--- src/rtl/qspi_bank_router_if.sv ---
// Host-side QSPI pins, per-bank IO lanes and the command log stream.
// The router attaches through the slave modport; the host/bench side uses master.
interface qspi_bank_router_if #(
  parameter int BANKS    = 2,
  parameter int SEL_BITS = $clog2(BANKS)
);
  logic                   spi_clk;
  logic                   spi_cs_in;
  logic [3:0]             spi_di;
  logic [3:0]             spi_do;
  logic [3:0]             spi_do_enable;
  logic [4*BANKS-1:0]     bank_di;
  logic [SEL_BITS-1:0]    bank_sel;
  logic [7:0]             log_data;
  logic                   log_valid;
  logic                   log_ready;
  logic                   log_overflow;

  modport slave (
    input  spi_clk, spi_cs_in, spi_di, bank_di, log_ready,
    output spi_do, spi_do_enable, bank_sel, log_data, log_valid, log_overflow
  );

  modport master (
    output spi_clk, spi_cs_in, spi_di, bank_di, log_ready,
    input  spi_do, spi_do_enable, bank_sel, log_data, log_valid, log_overflow
  );
endinterface

--- src/rtl/qspi_bank_router.sv ---
// QSPI flash front end that decodes read/ID/status commands, routes the data
// phase from one of several RAM banks (chosen by the top address bits) and logs
// every command and address byte into a small FIFO.
module qspi_bank_router #(
  parameter int          ADDR_BITS    = 24,
  parameter int          BANKS        = 2,
  parameter logic [23:0] JEDEC_ID     = 24'hC22018,
  parameter int          DUMMY_CYCLES = 8,
  parameter int          LOG_DEPTH    = 16
) (
  input  logic              clk,
  input  logic              reset,
  qspi_bank_router_if.slave bus
);
  localparam int SEL_BITS = $clog2(BANKS);
  localparam int PTR_BITS = $clog2(LOG_DEPTH);
  localparam int CNT_W    = 16;
  localparam logic [CNT_W-1:0] ADDR_LAST  = CNT_W'(ADDR_BITS - 1);
  localparam logic [CNT_W-1:0] DUMMY_LAST = CNT_W'(DUMMY_CYCLES - 1);
  localparam logic [1:0] LANES_1 = 2'd0;
  localparam logic [1:0] LANES_2 = 2'd1;
  localparam logic [1:0] LANES_4 = 2'd2;

  typedef enum logic [2:0] {
    ST_IDLE, ST_CMD, ST_ADDR, ST_DUMMY, ST_DATA, ST_RESP, ST_IGNORE
  } state_t;

  state_t                 state_r, state_next_s;
  logic                   spi_clk_q_r, cs_q_r;
  logic                   sck_rise_s, sck_fall_s;
  logic [6:0]             cmd_sh_r;
  logic [2:0]             bit_cnt_r;
  logic [CNT_W-1:0]       cnt_r;
  logic [ADDR_BITS-1:0]   read_addr_r;
  logic [SEL_BITS-1:0]    bank_sel_r;
  logic                   wel_r, dummy_r, rdid_r;
  logic [1:0]             lanes_r;
  logic [7:0]             resp_sh_r;
  logic [1:0]             resp_idx_r;
  logic [2:0]             resp_bit_r;
  logic                   resp_skip_r;

  logic [7:0]             cmd_byte_s;
  logic [ADDR_BITS-1:0]   addr_next_s, addr_inc_s;
  logic                   addr_byte_done_s;
  logic                   dec_dummy_s, dec_rdid_s;
  logic [1:0]             dec_lanes_s;
  logic [2:0]             byte_last_s;
  logic                   log_push_s;
  logic [7:0]             log_byte_s;
  logic [3:0]             bank_slice_s, do_s, en_s;

  logic [7:0]             log_mem_r [LOG_DEPTH];
  logic [PTR_BITS:0]      wr_ptr_r, rd_ptr_r;
  logic                   log_overflow_r;
  logic                   empty_s, full_s, pop_s, push_ok_s;

  // Response byte for RDID (ID bytes then zeros) or RDSR (status with WEL).
  function automatic logic [7:0] resp_byte(input logic is_rdid, input logic [1:0] idx,
                                           input logic wel);
    logic [7:0] b;
    if (!is_rdid) begin
      b = {6'b000000, wel, 1'b0};
    end else begin
      case (idx)
        2'd0:    b = JEDEC_ID[23:16];
        2'd1:    b = JEDEC_ID[15:8];
        2'd2:    b = JEDEC_ID[7:0];
        default: b = 8'h00;
      endcase
    end
    return b;
  endfunction

  assign sck_rise_s       = bus.spi_clk & ~spi_clk_q_r;
  assign sck_fall_s       = ~bus.spi_clk & spi_clk_q_r;
  assign addr_byte_done_s = ((3'(ADDR_BITS - 1) - cnt_r[2:0]) == 3'd0);

  // Next-state decode, opcode decode and log push request.
  always_comb begin
    state_next_s = state_r;
    cmd_byte_s   = {cmd_sh_r, bus.spi_di[0]};
    addr_next_s  = {read_addr_r[ADDR_BITS-2:0], bus.spi_di[0]};
    addr_inc_s   = read_addr_r + ADDR_BITS'(1);
    log_push_s   = 1'b0;
    log_byte_s   = 8'h00;
    dec_dummy_s  = 1'b0;
    dec_lanes_s  = LANES_1;
    dec_rdid_s   = 1'b0;
    case (cmd_byte_s)
      8'h0B:   dec_dummy_s = 1'b1;
      8'h3B:   begin dec_dummy_s = 1'b1; dec_lanes_s = LANES_2; end
      8'h6B:   begin dec_dummy_s = 1'b1; dec_lanes_s = LANES_4; end
      8'h9F:   dec_rdid_s  = 1'b1;
      default: dec_dummy_s = 1'b0;
    endcase
    if (bus.spi_cs_in) begin
      state_next_s = ST_IDLE;
    end else begin
      case (state_r)
        ST_IDLE: begin
          // Only a genuine CS falling edge starts a transaction.
          if (cs_q_r) state_next_s = ST_CMD;
          else        state_next_s = ST_IDLE;
        end
        ST_CMD: begin
          if (sck_rise_s && bit_cnt_r == 3'd7) begin
            log_push_s = 1'b1;
            log_byte_s = cmd_byte_s;
            case (cmd_byte_s)
              8'h03, 8'h0B, 8'h3B, 8'h6B: state_next_s = ST_ADDR;
              8'h9F, 8'h05:               state_next_s = ST_RESP;
              default:                    state_next_s = ST_IGNORE;
            endcase
          end else begin
            state_next_s = ST_CMD;
          end
        end
        ST_ADDR: begin
          if (sck_rise_s) begin
            if (addr_byte_done_s) begin
              log_push_s = 1'b1;
              log_byte_s = 8'(addr_next_s);
            end else begin
              log_push_s = 1'b0;
            end
            if (cnt_r == ADDR_LAST) begin
              if (dummy_r && DUMMY_CYCLES > 0) state_next_s = ST_DUMMY;
              else                             state_next_s = ST_DATA;
            end else begin
              state_next_s = ST_ADDR;
            end
          end else begin
            state_next_s = ST_ADDR;
          end
        end
        ST_DUMMY: begin
          if (sck_rise_s && cnt_r == DUMMY_LAST) state_next_s = ST_DATA;
          else                                   state_next_s = ST_DUMMY;
        end
        ST_DATA:   state_next_s = ST_DATA;
        ST_RESP:   state_next_s = ST_RESP;
        ST_IGNORE: state_next_s = ST_IGNORE;
        default:   state_next_s = ST_IDLE;
      endcase
    end
  end

  // Host-facing IO: bank passthrough in the data phase, response shifter in RESP.
  always_comb begin
    bank_slice_s = bus.bank_di[{bank_sel_r, 2'b00} +: 4];
    en_s         = 4'b0000;
    do_s         = 4'b0000;
    byte_last_s  = 3'd7;
    case (lanes_r)
      LANES_4: byte_last_s = 3'd1;
      LANES_2: byte_last_s = 3'd3;
      default: byte_last_s = 3'd7;
    endcase
    case (state_r)
      ST_DATA: begin
        case (lanes_r)
          LANES_4: en_s = 4'b1111;
          LANES_2: en_s = 4'b0011;
          default: en_s = 4'b0010;
        endcase
        do_s = bank_slice_s & en_s;
      end
      ST_RESP: begin
        en_s = 4'b0010;
        do_s = {2'b00, resp_sh_r[7], 1'b0};
      end
      default: begin
        en_s = 4'b0000;
        do_s = 4'b0000;
      end
    endcase
  end

  // FSM state register.
  always_ff @(posedge clk) begin
    if (reset) state_r <= ST_IDLE;
    else       state_r <= state_next_s;
  end

  // Shift registers, counters, address/bank tracking and response generation.
  always_ff @(posedge clk) begin
    if (reset) begin
      spi_clk_q_r <= 1'b0;
      cs_q_r      <= 1'b0;
      cmd_sh_r    <= 7'd0;
      bit_cnt_r   <= 3'd0;
      cnt_r       <= {CNT_W{1'b0}};
      read_addr_r <= {ADDR_BITS{1'b0}};
      bank_sel_r  <= {SEL_BITS{1'b0}};
      wel_r       <= 1'b0;
      dummy_r     <= 1'b0;
      rdid_r      <= 1'b0;
      lanes_r     <= LANES_1;
      resp_sh_r   <= 8'h00;
      resp_idx_r  <= 2'd0;
      resp_bit_r  <= 3'd0;
      resp_skip_r <= 1'b0;
    end else begin
      spi_clk_q_r <= bus.spi_clk;
      cs_q_r      <= bus.spi_cs_in;
      if (bus.spi_cs_in || state_r == ST_IDLE) begin
        bit_cnt_r <= 3'd0;
        cnt_r     <= {CNT_W{1'b0}};
      end else begin
        case (state_r)
          ST_CMD: begin
            if (sck_rise_s) begin
              cmd_sh_r  <= cmd_byte_s[6:0];
              bit_cnt_r <= bit_cnt_r + 3'd1;
              if (bit_cnt_r == 3'd7) begin
                dummy_r     <= dec_dummy_s;
                lanes_r     <= dec_lanes_s;
                rdid_r      <= dec_rdid_s;
                cnt_r       <= {CNT_W{1'b0}};
                resp_sh_r   <= resp_byte(dec_rdid_s, 2'd0, wel_r);
                resp_idx_r  <= 2'd1;
                resp_bit_r  <= 3'd0;
                // First SCK fall after the opcode belongs to the command byte.
                resp_skip_r <= 1'b1;
                if (state_next_s == ST_ADDR) read_addr_r <= {ADDR_BITS{1'b0}};
                if (cmd_byte_s == 8'h06)      wel_r <= 1'b1;
                else if (cmd_byte_s == 8'h04) wel_r <= 1'b0;
              end
            end
          end
          ST_ADDR: begin
            if (sck_rise_s) begin
              read_addr_r <= addr_next_s;
              if (cnt_r == ADDR_LAST) begin
                cnt_r      <= {CNT_W{1'b0}};
                bank_sel_r <= addr_next_s[ADDR_BITS-1 -: SEL_BITS];
              end else begin
                cnt_r <= cnt_r + CNT_W'(1);
              end
            end
          end
          ST_DUMMY: begin
            if (sck_rise_s) begin
              if (cnt_r == DUMMY_LAST) cnt_r <= {CNT_W{1'b0}};
              else                     cnt_r <= cnt_r + CNT_W'(1);
            end
          end
          ST_DATA: begin
            if (sck_rise_s) begin
              if (cnt_r == {{(CNT_W-3){1'b0}}, byte_last_s}) begin
                cnt_r       <= {CNT_W{1'b0}};
                read_addr_r <= addr_inc_s;
                bank_sel_r  <= addr_inc_s[ADDR_BITS-1 -: SEL_BITS];
              end else begin
                cnt_r <= cnt_r + CNT_W'(1);
              end
            end
          end
          ST_RESP: begin
            if (sck_fall_s) begin
              if (resp_skip_r) begin
                resp_skip_r <= 1'b0;
              end else if (resp_bit_r == 3'd7) begin
                resp_sh_r  <= resp_byte(rdid_r, resp_idx_r, wel_r);
                resp_bit_r <= 3'd0;
                if (resp_idx_r != 2'd3) resp_idx_r <= resp_idx_r + 2'd1;
              end else begin
                resp_sh_r  <= {resp_sh_r[6:0], 1'b0};
                resp_bit_r <= resp_bit_r + 3'd1;
              end
            end
          end
          default: cnt_r <= cnt_r;
        endcase
      end
    end
  end

  assign empty_s   = (wr_ptr_r == rd_ptr_r);
  assign full_s    = (wr_ptr_r[PTR_BITS] != rd_ptr_r[PTR_BITS]) &&
                     (wr_ptr_r[PTR_BITS-1:0] == rd_ptr_r[PTR_BITS-1:0]);
  assign pop_s     = ~empty_s & bus.log_ready;
  assign push_ok_s = log_push_s & (~full_s | pop_s);

  // Log FIFO pointers and sticky overflow flag.
  always_ff @(posedge clk) begin
    if (reset) begin
      wr_ptr_r       <= {(PTR_BITS+1){1'b0}};
      rd_ptr_r       <= {(PTR_BITS+1){1'b0}};
      log_overflow_r <= 1'b0;
    end else begin
      if (push_ok_s) wr_ptr_r <= wr_ptr_r + (PTR_BITS+1)'(1);
      if (pop_s)     rd_ptr_r <= rd_ptr_r + (PTR_BITS+1)'(1);
      if (log_push_s && full_s && !pop_s) log_overflow_r <= 1'b1;
    end
  end

  // Log FIFO storage; contents are only observed while non-empty.
  always_ff @(posedge clk) begin
    if (push_ok_s) log_mem_r[wr_ptr_r[PTR_BITS-1:0]] <= log_byte_s;
  end

  assign bus.spi_do        = do_s;
  assign bus.spi_do_enable = en_s;
  assign bus.bank_sel      = bank_sel_r;
  assign bus.log_data      = log_mem_r[rd_ptr_r[PTR_BITS-1:0]];
  assign bus.log_valid     = ~empty_s;
  assign bus.log_overflow  = log_overflow_r;
endmodule

--- src/flat_wrapper.sv ---
// flat-port wrapper written by rule: the top's interface ports become plain ports
module qspi_bank_router_flat 
#(
  parameter int          ADDR_BITS    = 24,
  parameter int          BANKS        = 2,
  parameter logic [23:0] JEDEC_ID     = 24'hC22018,
  parameter int          DUMMY_CYCLES = 8,
  parameter int          LOG_DEPTH    = 16
)
  (clk, reset, bus_spi_clk, bus_spi_cs_in, bus_spi_di, bus_bank_di, bus_log_ready, bus_spi_do, bus_spi_do_enable, bus_bank_sel, bus_log_data, bus_log_valid, bus_log_overflow);
  qspi_bank_router_if #(.BANKS(BANKS)) bus_i ();
  input  logic clk;
  input  logic reset;
  input wire logic [$bits(bus_i.spi_clk)-1:0] bus_spi_clk;
  input wire logic [$bits(bus_i.spi_cs_in)-1:0] bus_spi_cs_in;
  input wire logic [$bits(bus_i.spi_di)-1:0] bus_spi_di;
  input wire logic [$bits(bus_i.bank_di)-1:0] bus_bank_di;
  input wire logic [$bits(bus_i.log_ready)-1:0] bus_log_ready;
  output wire logic [$bits(bus_i.spi_do)-1:0] bus_spi_do;
  output wire logic [$bits(bus_i.spi_do_enable)-1:0] bus_spi_do_enable;
  output wire logic [$bits(bus_i.bank_sel)-1:0] bus_bank_sel;
  output wire logic [$bits(bus_i.log_data)-1:0] bus_log_data;
  output wire logic [$bits(bus_i.log_valid)-1:0] bus_log_valid;
  output wire logic [$bits(bus_i.log_overflow)-1:0] bus_log_overflow;
  assign bus_i.spi_clk = bus_spi_clk;
  assign bus_i.spi_cs_in = bus_spi_cs_in;
  assign bus_i.spi_di = bus_spi_di;
  assign bus_i.bank_di = bus_bank_di;
  assign bus_i.log_ready = bus_log_ready;
  assign bus_spi_do = bus_i.spi_do;
  assign bus_spi_do_enable = bus_i.spi_do_enable;
  assign bus_bank_sel = bus_i.bank_sel;
  assign bus_log_data = bus_i.log_data;
  assign bus_log_valid = bus_i.log_valid;
  assign bus_log_overflow = bus_i.log_overflow;
  qspi_bank_router #(.ADDR_BITS(ADDR_BITS), .BANKS(BANKS), .JEDEC_ID(JEDEC_ID), .DUMMY_CYCLES(DUMMY_CYCLES), .LOG_DEPTH(LOG_DEPTH)) u_core (.clk(clk), .reset(reset), .bus(bus_i));
endmodule
--- config.mk ---
export PLATFORM = sky130hd
export DESIGN_NAME = qspi_bank_router_flat
export DESIGN_NICKNAME = d
export VERILOG_FILES = /design/src/rtl/qspi_bank_router_if.sv /design/src/rtl/qspi_bank_router.sv /design/src/flat_wrapper.sv
export SDC_FILE = /design/constraint.sdc
export NUM_CORES = 1
export LEC_CHECK = 0
export CELL_PAD_IN_SITES_DETAIL_PLACEMENT = 2
export CELL_PAD_IN_SITES_GLOBAL_PLACEMENT = 2
export CORE_MARGIN = 2
export CORE_UTILIZATION = 30
export CTS_CLUSTER_DIAMETER = 60
export DETAILED_ROUTE_END_ITERATION = 8
export GPL_ROUTABILITY_DRIVEN = 0
export PLACE_DENSITY_LB_ADDON = 0.08
export SLEW_MARGIN = 15
export SYNTH_ARGS = -nofsm -noshare
export SYNTH_HDL_FRONTEND = slang
export SYNTH_SLANG_ARGS = --single-unit
--- constraint.sdc ---
create_clock -name clk -period 3 [get_ports clk]
set_input_delay 0.9 -clock clk [delete_from_list [all_inputs] [get_ports clk]]
set_output_delay 0.9 -clock clk [all_outputs]
set_load 0.005 [all_outputs]
# After elaboration in Yosys (flattened, before gate mapping)
# Memories as Yosys holds them, arrays and structs flattened. A register that Yosys moved wholly into a read port is not among the register bits.
# Cells that the tools add are included.
[word_totals]
elab_cells = 189
mem_bits_rw = 128
latchBits = 0
output_inout_bits = 19
reg_bits = 86
rom_bits = 0
n_memories = 1
[mem_list]
columns = ["memory", "words", "width", "rd", "rd_ports_with_merged_regs", "write_ports", "line_no", "rtl"]
rows = [
  ["u_core.log_mem_r", 16, 8, 1, 1, 1, "qspi_bank_router.sv:53", "logic [7:0] log_mem_r [LOG_DEPTH];"],
]
[classes]
n_addsub = 8
bitwise = 11
mul = 0
n_eq_ne = 40
n_div = 0
n_reduce_logical = 29
muxes = 80
magnitude_cmp = 0
shifts = 1
[op_table]
columns = ["op", "count"]
rows = [
  ["24-bit two-way mux", 6],
  ["16-bit two-way mux", 8],
  ["8-bit two-way mux", 11],
  ["24-bit one-hot mux with 3 select lines", 1],
  ["16-bit one-hot mux with 4 select lines", 1],
  ["3-bit two-way mux", 11],
  ["8-bit one-hot mux with 2 select lines", 2],
  ["24-bit by 1-bit adder with 24-bit output, second input constant", 1],
  ["8-bit by 3-bit == test with 1-bit output, second input constant", 3],
  ["4-bit one-hot mux with 2 select lines", 3],
  ["8-bit one-hot mux with 3 select lines", 1],
  ["2-bit by 1-bit inequality test with 1-bit output, second input constant", 11],
  ["3-bit one-hot mux with 7 select lines", 1],
  ["1-bit two-way mux", 18],
  ["3-bit one-hot mux with 2 select lines", 3],
  ["6-bit AND reduction", 3],
  ["16-bit by 1-bit adder with 16-bit output, second input constant", 1],
  ["16-bit by 3-bit == test with 1-bit output", 1],
  ["16-bit by 3-bit == test with 1-bit output, second input constant", 1],
  ["16-bit by 5-bit == test with 1-bit output, second input constant", 1],
  ["8-bit AND reduction", 2],
  ["3-bit == test, second input constant", 5],
  ["2-bit two-way mux", 6],
  ["4-bit two-way mux", 3],
  ["other kinds (39)", 65],
]

# Longest topological paths before layout
[depth]
word_depth = 11
ltp_mapped = 9
ltp_nobuf = 8

# Least setup slack after synthesis
# Ideal clock, no wire load.
[synth_timing]
path_kind = "input to register"
start = "input bus_spi_clk"
end = "memory u_core.log_mem_r[3][0], enable pin"
n_path_buf = 1
cell_stages = 6
setup_ps = 383
arrival_ps = 2772
slack_ps = -156
path_cell_list = "nor2b_1 clkbuf_1 nand3_1 a221oi_2 nand2_1 nor3_1"
[synth_via]
elab_chain_cells = 8
elab_cells_between_ends = 9
cone_classes = "mux: 6; bitwise: 2; reduce/logical: 1"
[synth_lines]
columns = ["element", "line_no", "rtl"]
rows = [
  ["start: declaration", "flat_wrapper.sv:14", "input wire logic [$bits(bus_i.spi_clk)-1:0] bus_spi_clk;"],
  ["1-bit bitwise AND (*)", "qspi_bank_router.sv:75", "assign sck_rise_s = bus.spi_clk & ~spi_clk_q_r;"],
  ["1-bit logical AND", "qspi_bank_router.sv:107", "if (sck_rise_s && bit_cnt_r == 3'd7) begin"],
  ["1-bit two-way mux", "qspi_bank_router.sv:107", ""],
  ["1-bit one-hot mux with 2 select lines (*)", "qspi_bank_router.sv:100", "case (state_r)"],
  ["1-bit two-way mux (*)", "qspi_bank_router.sv:97", "if (bus.spi_cs_in) begin"],
  ["1-bit bitwise AND (*)", "qspi_bank_router.sv:284", "assign push_ok_s = log_push_s & (~full_s | pop_s);"],
  ["1-bit two-way mux (*)", "qspi_bank_router.sv:301", "if (push_ok_s) log_mem_r[wr_ptr_r[PTR_BITS-1:0]] <= log_byte_s;"],
  ["1-bit two-way mux (implied by the code) (*)", "qspi_bank_router.sv:301", ""],
  ["end: declaration", "qspi_bank_router.sv:53", ""],
]
# Every way passes the cells marked *; elsewhere a longest branch is shown, timed or not.

==> reports/qor.txt <==
OUTCOME
-------------------------------------------------------------------------------------------------
Run status ......................................................................... finished with violations
Failing checks ..................................................................... setup timing

FINAL LAYOUT
-------------------------------------------------------------------------------------------------
Final instance area ................................................................   12,680 um2
Post-route non-filler standard cell count ..........................................        1,405
Count of inserted antenna diode cells ..............................................            0
Relative area change from synthesis to final layout ................................       26.18%
Share of post-route cells with drive strength above 1 ..............................       24.45%
Highest-count cells in the layout ignoring fill and taps ........................... 128 x sky130_fd_sc_hd__edfxtp_1, 83 x sky130_fd_sc_hd__dfxtp_1, 80 x sky130_fd_sc_hd__nor2_1
Most common cell after layout, fill and taps aside ................................. sky130_fd_sc_hd__edfxtp_1
Count of nets after finishing ......................................................          970

CLOCK TREE
-------------------------------------------------------------------------------------------------
Clk_lat worst skew .................................................................      0.56 ns
Clock-pin slew on the worst setup and hold paths ...................................      0.06 ns
Number of hold buffers added after cts .............................................            0
Clock tree root buffer cell ........................................................ sky130_fd_sc_hd__clkbuf_16
CTS tree ...........................................................................        built
Number of clock sinks seen by CTS ..................................................          217
Number of buffers inserted during clock tree synthesis .............................           29
Maximum level of the CTS H-tree ....................................................            1
Buffers from clock root to sink, at most ...........................................            3

GLOBAL ROUTE
-------------------------------------------------------------------------------------------------
Tot GR Track Use ...................................................................       17.96%
Pin count of the biggest net entering global routing ...............................           41
First-pass GRT wire length .........................................................     49.13 mm
Number of global-route vias before repair ..........................................        8,193
Number of antenna violations at the first check in global routing ..................            0
Global-route congestion overflow total .............................................            0

CRITICAL PATH
-------------------------------------------------------------------------------------------------
Sort of element at the start of the critical path ..................................     register
Crit path top cell by count ........................................................ sky130_fd_sc_hd__mux4_2
R2r worst-path depth ...............................................................            8
Endpoint required time on the critical path ........................................      2.10 ns
Crit-path max FO ...................................................................            5
Series of cell instances along the critical path ................................... buf_8 -> buf_12 -> mux4_2 -> mux4_2 -> buf_2
Register-to-Register Setup Slack ...................................................      0.29 ns
Critical path endpoint category ....................................................   output pin
Reg-to-reg endpoint ................................................................ u_core.read_addr_r[23]$_SDFFE_PP0P_
Buffers and inverters on the worst path ............................................            3
Cell at the slowest stage of the critical path ..................................... sky130_fd_sc_hd__mux4_2
Worst reg2reg path startpoint ...................................................... u_core.bit_cnt_r[0]$_SDFFE_PP0P_
Cell family contributing the most delay on the critical path ....................... multiplexers
CP peak stage delay ................................................................      0.52 ns
Worst EP arrival ...................................................................      2.42 ns
Crit Path Class .................................................................... register to output pin

STA
-------------------------------------------------------------------------------------------------
Total setup violations reported at the end of the flow .............................            8
Number of pins exceeding their max-slew limit in the final report ..................            0
Pin slew with the least headroom to its limit ......................................    0.8655 ns
Final setup skew ...................................................................   0.01967 ns
Count of endpoints failing hold in the final timing report .........................            0
RSZ-0062 raised after global routing ...............................................          yes
Final setup margin .................................................................   -0.3199 ns
Final critical path time including I/O delays and setup ............................     3.320 ns
Relative slew margins ..............................................................       42.24%
Max Fclk ...........................................................................    301.2 MHz
Fin crit share .....................................................................       110.7%

ROUTE
-------------------------------------------------------------------------------------------------
Routed wire length .................................................................     30.98 mm
Starting DRT DRC Count .............................................................          279
Remaining design rule violation count ..............................................            0
Drt pass-1 iters ...................................................................            4
Via count normalized by instance count .............................................        5.215
Avg WL per Cell ....................................................................     22.05 um
Post-DRT Antenna Nets ..............................................................            0
Detailed-route via count ...........................................................        7,327

YOSYS
-------------------------------------------------------------------------------------------------
Synth Cell Area ....................................................................   10,050 um2
Post-synth EDFFs ...................................................................          128
Flip-flop and latch count after synthesis ..........................................          217
Yosys warning total ................................................................            0
Gate Count Post-Synth ..............................................................          839
Fraction of registers with async set or reset after synthesis ......................           0%
Portion of the post-synthesis area used by sequential elements .....................       55.96%
Most common flop cell mapped by yosys .............................................. sky130_fd_sc_hd__edfxtp_1
Number of distinct library cell variants in the gate-level netlist after synthesis .           72
Syn Nets ...........................................................................          874
Post-synthesis average cell area ...................................................    11.98 um2

MIN PATH
-------------------------------------------------------------------------------------------------
Hold path endpoint ................................................................. u_core.resp_bit_r[2]$_SDFFE_PP0P_
Number of instances on the worst hold path .........................................            2
Hold_sp ............................................................................ u_core.resp_bit_r[2]$_SDFFE_PP0P_
Worst min-delay path category ...................................................... register to register

JOB
-------------------------------------------------------------------------------------------------
Count of maximum capacitance violations ............................................            0

POWER AND IR DROP
-------------------------------------------------------------------------------------------------
VDD IR max .........................................................................     427.6 uV
Pwr Density ........................................................................ 575.9 nW/um2
Leakage power ......................................................................     3.818 nW

DIE
-------------------------------------------------------------------------------------------------
Die area ...........................................................................   34,990 um2
Top-level port count ...............................................................           36
Starting utilization of the core area ..............................................       30.20%
Number of core rows ................................................................           67
X dimension of the die .............................................................     187.1 um
Height of the die ..................................................................     187.1 um
Placeable core region ..............................................................   33,280 um2

PLACE
-------------------------------------------------------------------------------------------------
Instance count after placement with tap cells included .............................        1,340
Placed wire-length estimate ........................................................     20.61 mm
Post-Place Cell Area ...............................................................   11,360 um2
Port bufs ..........................................................................           32

-- cell usage after synthesis, types with 15 or more instances --
cell / n / share of area [%]
sky130_fd_sc_hd__o21ai_0: 19 / 0.95
sky130_fd_sc_hd__nor2_1: 80 / 3.0
sky130_fd_sc_hd__inv_1: 20 / 0.75
sky130_fd_sc_hd__dfxtp_1: 89 / 18
sky130_fd_sc_hd__nand3_1: 24 / 1.2
sky130_fd_sc_hd__clkbuf_1: 40 / 1.5
sky130_fd_sc_hd__nor3_1: 16 / 0.80
sky130_fd_sc_hd__a21oi_1: 60 / 3.0
sky130_fd_sc_hd__nand4_1: 17 / 1.1
sky130_fd_sc_hd__nand2_1: 54 / 2.0
sky130_fd_sc_hd__ha_1: 18 / 2.2
sky130_fd_sc_hd__o31ai_1: 16 / 1.2
sky130_fd_sc_hd__edfxtp_1: 128 / 38
sky130_fd_sc_hd__mux4_2: 40 / 9.0
sky130_fd_sc_hd__xnor2_1: 15 / 1.3
sky130_fd_sc_hd__xor2_1: 15 / 1.3
-- worst reg2reg max path: stages, from the launching register on --
cell                        delay [ns]
sky130_fd_sc_hd__dfxtp_1          0.35
sky130_fd_sc_hd__ha_1             0.16
sky130_fd_sc_hd__ha_1             0.24
sky130_fd_sc_hd__nand4bb_1        0.16
sky130_fd_sc_hd__or2_2            0.35
sky130_fd_sc_hd__a31oi_1          0.26
sky130_fd_sc_hd__nand3_1          0.16
sky130_fd_sc_hd__nor2_2           0.68
sky130_fd_sc_hd__a211oi_1         0.18
-- cell type report --
class,count,area [um2]
fillers,3440,20600
flip-flops and latches,217,5638
multi-input cells,541,4125
repair buffers,126,1150
clock buffers,31,733.2
well taps,448,560.5
clock inverters,22,401.6
inverters,20,75.07
-- worst max-delay path by stage --
| stage | depth (start not counted) | to | slack, ns | start |
|---|---|---|---|---|
| floorplan | 6 | u_core.log_mem_r[1][0]$_DFFE_PP_ | -0.13 | bus_spi_clk |
| global placement | 8 | u_core.read_addr_r[14]$_SDFFE_PP0P_ | -0.37 | bus_spi_di[0] |
| detailed placement | 8 | u_core.read_addr_r[23]$_SDFFE_PP0P_ | -0.42 | bus_spi_di[0] |
| CTS | 6 | bus_log_data[6] | -0.42 | register |
| global route | 5 | bus_log_data[5] | -0.39 | register |
| finish | 5 | bus_log_data[5] | -0.32 | register |
-- timing repair --
item,4_1_cts,5_1_grt
setup buffers,10,3
gates resized for setup,57,8
pin swaps,0,2
cloned,3,0
endpoints found under the setup margin,15,11
-- state kept, by name, summed over array words and instances (netlist names), 2 cells and up, named ones only --
| register | cells |
|---|---|
| u_core.log_mem_r | 128 |
| u_core.read_addr_r | 24 |
| u_core.cnt_r | 16 |
| u_core.cmd_sh_r | 7 |
| u_core.resp_sh_r | 7 |
| u_core.rd_ptr_r | 5 |
| u_core.wr_ptr_r | 5 |
| u_core.bit_cnt_r | 3 |
| u_core.resp_bit_r | 3 |
| u_core.state_r | 3 |
| u_core.lanes_r | 2 |
| u_core.resp_idx_r | 2 |
-- cells by family after synthesis --
kind of cell | share of synthesized area [%]
simple gates | 12.95
flops | 55.96
compound gates | 13.12
buf+inv | 3.448
mux | 9.671
xor+xnor | 2.614
fa+ha+maj | 2.241
-- power by group --
part | total [mW] | internal (mW) | switching [mW]
Sequential | 3.12 | 3.12 | 0.00167
Combinational | 0.0870 | 0.0353 | 0.0517
Clock | 4.10 | 2.66 | 1.44
-- routing by layer --
metal / vias up / routed length [um] / GRT usage, %
met2: 111 / 15880 / 32.64
met4: 0 / 408 / 3.358
met3: 32 / 1008 / 2.308
met1: 3786 / 13680 / 22.97
met5: - / 0 / 0
li1: 3398 / - / -
-- stage by stage --
stage | setup slack (ns) | hold WS [ns] | util [%] | TNS [ns] | total power [mW]
floorplan | -0.1345 | 0.4274 | - | -2.151 | 3.226
global placement | -0.3691 | 0.4412 | 34.14 | -36.56 | 3.272
detailed placement | -0.4238 | 0.4609 | 34.14 | -44.63 | 3.274
CTS | -0.4162 | 0.4719 | 38.17 | -2.839 | 7.420
global route | -0.3949 | 0.4921 | 38.11 | -2.833 | 7.527
finish | -0.3199 | 0.4676 | 38.11 | -2.126 | 7.304
No activity file was read; power rests on OpenSTA's default activity.
